--- config.mk ---
export PLATFORM = sky130hd
export DESIGN_NAME = load_store_unit
export DESIGN_NICKNAME = d
export VERILOG_FILES = /design/src/rtl/load_store_unit.sv
export SDC_FILE = /design/constraint.sdc
export NUM_CORES = 1
export LEC_CHECK = 0
export CORE_UTILIZATION = 51
export DETAILED_ROUTE_END_ITERATION = 8
export PLACE_DENSITY_LB_ADDON = 0.25
export RECOVER_POWER = 50
export SYNTH_ARGS = -nofsm -noshare
export SYNTH_HDL_FRONTEND = slang
export SYNTH_SLANG_ARGS = --single-unit
export TNS_END_PERCENT = 10
--- constraint.sdc ---
create_clock -name clk -period 12.25 [get_ports clk]
set_clock_uncertainty 0.2 [all_clocks]
set_input_delay 2.45 -clock clk [delete_from_list [all_inputs] [get_ports clk]]
set_output_delay 2.45 -clock clk [all_outputs]
set_load 0.005 [all_outputs]
--- src/rtl/load_store_unit.sv ---
// ---------------------------------------------------------------------------
// load_store_unit
//
// Single-outstanding RISC-V style load/store unit in front of a simple
// byte-addressed data memory.
//
// A request is accepted in IDLE, decoded and range-checked. A legal request is
// issued to memory for one cycle (ISSUE). A store then responds. A load waits
// one cycle (CAPTURE) for the memory data, then sign- or zero-extends it.
// An illegal request skips memory entirely and responds with resp_err=1.
//
// Optional build macro:
//   LSU_MISALIGN_TRAP_EN - when defined, misaligned half and word accesses are
//                          rejected with resp_err=1. When undefined, they are
//                          issued unchanged with byte-granular addressing.
//
// Ports:
//   clk, rst          clock, synchronous active-high reset
//   req_valid/ready   request handshake (ready only in IDLE)
//   req_we            1 = store, 0 = load
//   req_funct3        LB/LH/LW/LBU/LHU or SB/SH/SW encoding
//   req_addr          byte address
//   req_wdata         store data, low-aligned
//   resp_valid/ready  response handshake
//   resp_rdata        extended load data (0 for stores and errors)
//   resp_err          request rejected, no memory access made
//   mem_*             data-memory strobes, address, write data, read data
// ---------------------------------------------------------------------------
module load_store_unit #(
  parameter int MEM_BYTES = 256
) (
  input  logic        clk,
  input  logic        rst,
  input  logic        req_valid,
  output logic        req_ready,
  input  logic        req_we,
  input  logic [2:0]  req_funct3,
  input  logic [31:0] req_addr,
  input  logic [31:0] req_wdata,
  output logic        resp_valid,
  input  logic        resp_ready,
  output logic [31:0] resp_rdata,
  output logic        resp_err,
  output logic [31:0] mem_addr,
  output logic        mem_read,
  output logic        mem_write,
  output logic        mem_half,
  output logic        mem_byte,
  output logic [31:0] mem_wdata,
  input  logic [31:0] mem_rdata
);

  typedef enum logic [1:0] {
    IDLE    = 2'd0,
    ISSUE   = 2'd1,
    CAPTURE = 2'd2,
    RESP    = 2'd3
  } state_t;

  // Memory size widened so the end-of-access comparison cannot overflow.
  localparam logic [32:0] MEM_LIMIT = 33'(MEM_BYTES);

  state_t      state_reg, state_next;
  logic        we_reg;
  logic [2:0]  funct3_reg;
  logic [31:0] mem_addr_reg;
  logic [31:0] mem_wdata_reg;
  logic [31:0] resp_rdata_reg;
  logic        resp_err_reg;

  // Request decode
  logic [1:0]  req_size;
  logic [2:0]  req_nbytes;
  logic [32:0] req_last_addr;
  logic        funct3_ok;
  logic        range_ok;
  logic        align_ok;
  logic        req_ok;
  logic        accept;
  logic [31:0] load_ext;

  assign req_size = req_funct3[1:0];

  always_comb begin
    req_nbytes = 3'd4;
    case (req_size)
      2'd0:    req_nbytes = 3'd1;
      2'd1:    req_nbytes = 3'd2;
      default: req_nbytes = 3'd4;
    endcase
  end

  // Loads allow LB/LH/LW/LBU/LHU; stores allow only SB/SH/SW.
  always_comb begin
    if (req_we) begin
      funct3_ok = (req_funct3 == 3'd0) || (req_funct3 == 3'd1) || (req_funct3 == 3'd2);
    end else begin
      funct3_ok = (req_funct3 != 3'd3) && (req_funct3 != 3'd6) && (req_funct3 != 3'd7);
    end
  end

  assign req_last_addr = {1'b0, req_addr} + {30'd0, req_nbytes} - 33'd1;
  assign range_ok      = (req_last_addr < MEM_LIMIT);

`ifdef LSU_MISALIGN_TRAP_EN
  always_comb begin
    align_ok = 1'b1;
    if (req_size == 2'd1) begin
      align_ok = ~req_addr[0];
    end else if (req_size == 2'd2) begin
      align_ok = (req_addr[1:0] == 2'b00);
    end
  end
`else
  assign align_ok = 1'b1;
`endif

  assign req_ok = funct3_ok & range_ok & align_ok;
  assign accept = req_valid & (state_reg == IDLE);

  // Load data extension, driven by the registered funct3.
  always_comb begin
    load_ext = mem_rdata;
    case (funct3_reg)
      3'd0:    load_ext = {{24{mem_rdata[7]}}, mem_rdata[7:0]};
      3'd1:    load_ext = {{16{mem_rdata[15]}}, mem_rdata[15:0]};
      3'd4:    load_ext = {24'd0, mem_rdata[7:0]};
      3'd5:    load_ext = {16'd0, mem_rdata[15:0]};
      default: load_ext = mem_rdata;
    endcase
  end

  // FSM state register
  always_ff @(posedge clk) begin
    if (rst) begin
      state_reg <= IDLE;
    end else begin
      state_reg <= state_next;
    end
  end

  // FSM next state and strobes
  always_comb begin
    state_next = state_reg;
    req_ready  = 1'b0;
    resp_valid = 1'b0;
    mem_read   = 1'b0;
    mem_write  = 1'b0;
    mem_half   = 1'b0;
    mem_byte   = 1'b0;
    case (state_reg)
      IDLE: begin
        req_ready = 1'b1;
        if (req_valid) begin
          state_next = req_ok ? ISSUE : RESP;
        end
      end
      ISSUE: begin
        mem_read   = ~we_reg;
        mem_write  = we_reg;
        mem_half   = (funct3_reg[1:0] == 2'd1);
        mem_byte   = (funct3_reg[1:0] == 2'd0);
        state_next = we_reg ? RESP : CAPTURE;
      end
      CAPTURE: begin
        state_next = RESP;
      end
      RESP: begin
        resp_valid = 1'b1;
        if (resp_ready) begin
          state_next = IDLE;
        end
      end
      default: state_next = IDLE;
    endcase
  end

  // Request/response datapath. Address and write data only change on a legal
  // accept, so the memory bus holds its last values between accesses.
  always_ff @(posedge clk) begin
    if (rst) begin
      we_reg         <= 1'b0;
      funct3_reg     <= 3'd0;
      mem_addr_reg   <= 32'd0;
      mem_wdata_reg  <= 32'd0;
      resp_rdata_reg <= 32'd0;
      resp_err_reg   <= 1'b0;
    end else begin
      if (accept) begin
        resp_err_reg   <= ~req_ok;
        resp_rdata_reg <= 32'd0;
        if (req_ok) begin
          we_reg        <= req_we;
          funct3_reg    <= req_funct3;
          mem_addr_reg  <= req_addr;
          mem_wdata_reg <= req_wdata;
        end
      end
      if (state_reg == CAPTURE) begin
        resp_rdata_reg <= load_ext;
      end
    end
  end

  assign mem_addr   = mem_addr_reg;
  assign mem_wdata  = mem_wdata_reg;
  assign resp_rdata = resp_rdata_reg;
  assign resp_err   = resp_err_reg;

endmodule

==> results of run 1 <==
==> final cells by class <==
type	instances	area, um2
Timing Repair Buffer	210	2088
Inverter	50	190.2
Tap cell	168	210.2
Multi-Input combinational cell	619	3837
Fill cell	981	3416
Clock buffer	11	242.7
Clock inverter	5	65.06
Sequential cell	103	2062
==> power groups by stage <==
stage                     clock network [mW]  logic, mW  registers (mW)
final                                  0.303      0.309           0.370
after global routing                   0.318      0.342           0.373
after CTS                              0.310      0.316           0.371
after detailed placement                   0      0.313           0.379
after global placement                     0      0.309           0.378
after floorplan                            0      0.180           0.380
==> critical path, cell delays in order <==
cell and delay [ns]:
clkdlybuf4s50_1 0.54, inv_1 0.08, ha_1 0.28, inv_1 0.04
ha_1 0.25, and3b_1 0.20, a21oi_1 0.09, o21bai_1 0.36
mux2i_1 0.30, o21ai_0 0.16, or4_1 0.40, or4_1 0.57
nor4_2 0.53, buf_4 0.91, mux2i_1 0.26
==> layer usage <==
layer | vias up | share of wire [%] | track usage, %
met5 | - | 0 | 0
met4 | 0 | 2.9 | 11.67
met3 | 43 | 6.9 | 5.154
met2 | 241 | 47 | 48.86
met1 | 2919 | 43 | 34.36
li1 | 3210 | - | -
==> worst max-delay path by stage <==
| stage | start | end | slack (ns) | cells past startpoint |
|---|---|---|---|---|
| after floorplan | req_funct3[1] | mem_wdata[10] | 6.22 | 16 |
| after global placement | req_funct3[1] | mem_wdata[7] | 4.63 | 15 |
| after detailed placement | req_funct3[1] | mem_wdata[2] | 4.51 | 15 |
| after CTS | req_funct3[1] | mem_wdata[2] | 4.87 | 15 |
| after global routing | req_funct3[1] | mem_addr[19] | 4.47 | 15 |
| final | req_funct3[1] | mem_addr[19] | 4.81 | 15 |
==> layout by cell type (no fill, tap or decap), types with 5 or more instances in the layout <==
master	instances
a211oi_1	5
a21o_1	9
a21oi_1	56
a22oi_1	16
a31oi_1	6
and3_1	6
clkbuf_16	9
clkdlybuf4s50_1	113
dfxtp_1	103
dlygate4sd3_1	93
ha_1	36
inv_1	49
mux2i_1	74
nand2_1	194
nand3_1	10
nand4_1	15
nor2_1	39
nor3_1	11
o211ai_1	5
o21a_1	9
o21ai_0	52
==> metrics by stage <==
step,power (mW),worst slack [ns],hold slack [ns]
detailed placement,0.6919,4.511,0.2422
floorplan,0.5596,6.215,0.2396
finish,0.9827,4.811,0.2487
global route,1.033,4.470,0.2667
CTS,0.9971,4.872,0.2525
global placement,0.6871,4.627,0.2389
==> cell families after synthesis <==
kind of cell,synth area share [%]
adder cells (fa/ha/maj),7.073
buffers and inverters,7.505
flip-flops,32.38
AND/OR/NAND/NOR,21.14
multiplexers,12.34
AO/OA/AOI/OAI,19.02
XOR/XNOR,0.5502
==> impl_metrics.csv, run 1 <==
group,metric,value,unit
run_status,status,"finished, final reports clean",
sta,fin_tns_setup,0,ns
detailed_routing,num_vias,6413,
layout,finish.utilization,71.80,%
layout,drive_above_1_share,4.008,%
cts,cts_hold_buf,0,
sta,period_minus_slack,7.439,ns
cts,cts_root_buf,"clkbuf_16",
yosys,synth_top_area_share,32.38,%
power_and_ir_drop,p_comb_share,31.5,%
layout,n_antenna_cell,0,
setup_path,cp-end-kind,"flop",
setup_path,r2r_cells,7,
yosys,synth_nets,968,
placement,dpl.hpwl,13.41,mm
cts,path_clk_slew,0.07,ns
sta,setup_viol,0,
sta,rsz0062_at_grt,"false",
sta,fmax,134.4,MHz
power_and_ir_drop,p_sw_share,32.11,%
flow_run,drv_cap,0,
global_route,grt_max_degree,108,
setup_path,cp.required,12.33,ns
detailed_routing,drc,0,
yosys,synth_cell_type_count,62,
yosys,yosys-top-cells-area,"dfxtp_1 32%, mux2i_1 12%, nand2_1 11%",
global_route,first_global_vias,5903,
floorplan,die_w,113.7,um
layout,layout.nets,1133,
global_route,grt_pass1_wl,28.92,mm
yosys,synthCells,828,
layout,design_area,8696,um2
detailed_routing,drt_iter0_drc,536,
sta,slew_headroom,6.215,%
floorplan,die_y,113.7,um
floorplan,coreArea,12110,um2
global_route,gr-total-overflow,0,
setup_path,cp-start-kind,"input pin",
yosys,yosysMostFrequentCell,"nand2_1",
sta,fin_crit_sh,60.73,%
hold_path,hold_class,"reg2reg",
cts,cts_made_buffers,9,
cts,cts_resized,0,
cts,cts_sinks,103,
yosys,ys_seq_area_share,32.38,%
cts,cts_tree,"done",
layout,stdcell_count,1166,
power_and_ir_drop,pwr-share-clk,30.8,%
power_and_ir_drop,power.switching,0.3155,mW
detailed_routing,wire_per_inst,15.53,um
yosys,yosysWarnings,0,
hold_path,hp-start,"resp_rdata[23]",
yosys,ys.flop_type,"dfxtp_1",
detailed_routing,vias_per_cell,5.500,
sta,finalHoldViolCount,0,
global_route,antenna_found_initial,0,
placement,place.gp.congestion,0.9481,
cts,insertion_delay,0.36,ns
setup_path,worstReg2RegStart,"state_reg[1]",
yosys,yosys-top-cells-count,"194 x nand2_1, 103 x dfxtp_1, 74 x mux2i_1",
placement,io_buffers,206,
detailed_routing,drtAntennaViolNets,0,
floorplan,top_level_ports,207,
placement,place_inst,1150,
setup_path,ff2ff_setup_slack,9.11,ns
power_and_ir_drop,p_int,0.6671,mW
layout,area_growth_syn_to_layout,36.54,%
yosys,async_flop_share,0,%
floorplan,start_util,52.58,%
sta,worstMarginPinSlew,1.407,ns
power_and_ir_drop,ir_worst_vdd,59.66,uV
power_and_ir_drop,p_leak,3.609,nW
yosys,yosysTopAreaCell,"dfxtp_1",
detailed_routing,routed_wl,18.10,mm
setup_path,cp_max_fo,67,
setup_path,crit_type,"in2reg",
power_and_ir_drop,seqPwrFrac,37.7,%
setup_path,r2r-end,"mem_addr[19]",
hold_path,whs_path_depth,2,
yosys,ys_seq_elements,103,
yosys,syn_avg_cell_area,7.692,um2
cts,clk_path_buf_depth,2,
floorplan,row_count,40,
yosys,synth_edf_count,0,
cts,cts_setup_buffers,0,
setup_path,critPathArrivalTime,7.52,ns
sta,slew_viol_final,0,
hold_path,whs_endpoint,"resp_rdata[23]",
yosys,syn_area,6369,um2
cts,h-tree-depth,3,
power_and_ir_drop,power.density,113.0,nW/um2
floorplan,die-area,12940,um2
placement,place_area,8392,um2
detailed_routing,firstDrtPassIters,6,
global_route,track_usage,28.20,%
Note: power is estimated with default switching activity, not from simulation.
==> run 2: changes to the inputs <==
--- a/config.mk
+++ b/config.mk
@@ -5,7 +5,7 @@
 export SDC_FILE = /design/constraint.sdc
 export NUM_CORES = 1
 export LEC_CHECK = 0
-export CORE_UTILIZATION = 51
+export CORE_UTILIZATION = 43
 export DETAILED_ROUTE_END_ITERATION = 8
 export PLACE_DENSITY_LB_ADDON = 0.25
 export RECOVER_POWER = 50
==> constraint.sdc (replaced) <==
create_clock -name clk -period 6 [get_ports clk]
set_clock_uncertainty 0.2 [all_clocks]
set_input_delay 1.2 -clock clk [delete_from_list [all_inputs] [get_ports clk]]
set_output_delay 1.2 -clock clk [all_outputs]
set_load 0.005 [all_outputs]
==> run 2 against run 1 <==
Total power grew 100%. Global-route usage shrank 4.4 points. Via count shrank 0.50%. Flip-flop and latch count is the same. Setup slack lost 4.2 ns. Cell count grew 1.9%. First-iteration DRC count shrank 18%. Sequential power grew 100%. Clock power grew 98%. Wire length grew 0.57%. Design area grew 0.78%.
==> impl_metrics.csv, run 2 (synthesis gave the netlist of run 1 again) <==
group,metric,value,unit
run_status,status,"finished, final reports clean",
sta,finalHoldViolCount,0,
global_route,antenna_found_initial,1,
cts,cts_root_buf,"clkbuf_16",
setup_path,crit_slowest_cell,"or4_1",
layout,layout.nets,1139,
floorplan,coreArea,14480,um2
hold_path,hold_class,"reg2reg",
power_and_ir_drop,p_leak,3.639,nW
setup_path,cp_max_fo,55,
hold_path,whs_endpoint,"resp_rdata[21]",
detailed_routing,firstDrtPassIters,5,
global_route,first_global_vias,5778,
floorplan,row_count,44,
cts,insertion_delay,0.35,ns
power_and_ir_drop,pwr-share-clk,30.2,%
floorplan,die_w,123.7,um
setup_path,cp-start-kind,"input pin",
power_and_ir_drop,finalPower,1.988,mW
placement,place_area,8469,um2
global_route,grt_pass1_wl,28.69,mm
power_and_ir_drop,power.switching,0.6368,mW
layout,area_growth_syn_to_layout,37.60,%
setup_path,path_cells,"clkdlybuf4s50_1 -> inv_1 -> ha_1 -> inv_1 -> ha_1 -> and3b_1 -> a221oi_2 -> o221ai_2 -> mux2i_1 -> nand3_1 -> or4_1 -> or4_1 -> nor4_2 -> buf_12 -> mux2i_1",
floorplan,die-area,15300,um2
sta,slew_viol_final,0,
detailed_routing,drc,0,
flow_run,drv_cap,0,
sta,fmax,185.0,MHz
setup_path,cp.required,6.08,ns
hold_path,whs_path_depth,2,
global_route,gr-total-overflow,0,
power_and_ir_drop,power.density,226.8,nW/um2
power_and_ir_drop,seqPwrFrac,38.0,%
setup_path,ff2ff_setup_slack,3.15,ns
power_and_ir_drop,p_int,1.351,mW
floorplan,die_y,123.7,um
cts,cts_tree,"done",
cts,path_clk_slew,0.07,ns
layout,drive_above_1_share,4.487,%
sta,fin_tns_setup,0,ns
global_route,track_usage,23.83,%
floorplan,start_util,43.99,%
layout,mostFrequentLayoutCells,"194 x nand2_1, 112 x clkdlybuf4s50_1, 103 x dfxtp_1",
placement,place.gp.congestion,0.9169,
layout,stdcell_count,1188,
placement,io_buffers,206,
sta,rsz0062_at_grt,"false",
setup_path,critPathTopFamily,"simple AND/OR/NAND/NOR gates",
floorplan,top_level_ports,207,
detailed_routing,drt_iter0_drc,441,
placement,place_inst,1172,
cts,cts_made_buffers,9,
setup_path,worstSetupStartpoint,"req_funct3[1]",
setup_path,critPathArrivalTime,5.49,ns
setup_path,path_depth,15,
placement,dpl.hpwl,13.68,mm
cts,cts_resized,0,
detailed_routing,vias_per_cell,5.371,
cts,clk_path_buf_depth,2,
cts,cts_sinks,103,
layout,design_area,8763,um2
detailed_routing,routed_wl,18.21,mm
setup_path,r2r-end,"resp_rdata[13]",
setup_path,worstReg2RegStart,"state_reg[0]",
layout,layout_commonest_cell,"nand2_1",
setup_path,critPathBufInv,4,
cts,cts_hold_buf,0,
setup_path,crit_type,"in2reg",
sta,setup_viol,0,
sta,fin_crit_sh,90.11,%
detailed_routing,drtAntennaViolNets,0,
detailed_routing,wire_per_inst,15.33,um
power_and_ir_drop,p_comb_share,31.8,%
sta,finalHoldWorstSlack,0.2477,ns
setup_path,r2r_cells,7,
power_and_ir_drop,ir_worst_vdd,155.7,uV
global_route,grt_max_degree,92,
detailed_routing,num_vias,6381,
cts,cts_setup_buffers,0,
setup_path,slowest_delay,0.58,ns
power_and_ir_drop,p_sw_share,32.04,%
sta,slew_headroom,3.185,%
setup_path,cp-end-kind,"flop",
sta,worstMarginPinSlew,1.452,ns
hold_path,hp-start,"resp_rdata[21]",
cts,h-tree-depth,3,
sta,period_minus_slack,5.407,ns
## run 2: worst reg2reg max path, delay by kind of cell, from the launching register on
kind            cells  cell delay (ns)
buf+inv             2             1.14
flops               1             0.40
fa+ha+maj           1             0.27
compound gates      1             0.25
simple gates        3             0.53
## run 2: cell type report
class                      count  area (um2)
fill                        1301        5715
multi-input combinational    619        3837
timing repair buffer         216        2146
sequential                   103        2062
tap                          184       230.2
clock buffer                  10       229.0
inverter                      50       190.2
clock inverter                 5       66.31
antenna                        1       2.502
## run 2: power groups by stage
| stage | registers, mW | logic, mW | clock network [mW] |
|---|---|---|---|
| final | 0.756 | 0.631 | 0.600 |
| after global routing | 0.762 | 0.704 | 0.649 |
| after CTS | 0.758 | 0.649 | 0.621 |
| after detailed placement | 0.774 | 0.644 | 0 |
| after global placement | 0.772 | 0.643 | 0 |
| after floorplan | 0.776 | 0.367 | 0 |
## run 2: worst max-delay path by stage
stage,end,slack [ns]
6_report,mem_addr[11],0.59
3_5_place_dp,funct3_reg[1],0.24
2_1_floorplan,mem_wdata[10],1.22
4_1_cts,funct3_reg[1],0.59
5_1_grt,mem_addr[6],0.30
3_3_place_gp,mem_addr[12],0.33
## run 2: stage by stage
step | setup slack (ns) | util, %
6_report | 0.5933 | 60.53
3_3_place_gp | 0.3274 | 58.49
4_1_cts | 0.5924 | 60.53
2_1_floorplan | 1.215 | -
5_1_grt | 0.3047 | 60.53
3_5_place_dp | 0.2427 | 58.49
## run 2: routing by layer
metal	GRT usage, %	share of wire, %
met5	0	0
met4	7.530	2.2
met3	5.861	8.0
met2	40.24	47
met1	29.61	43
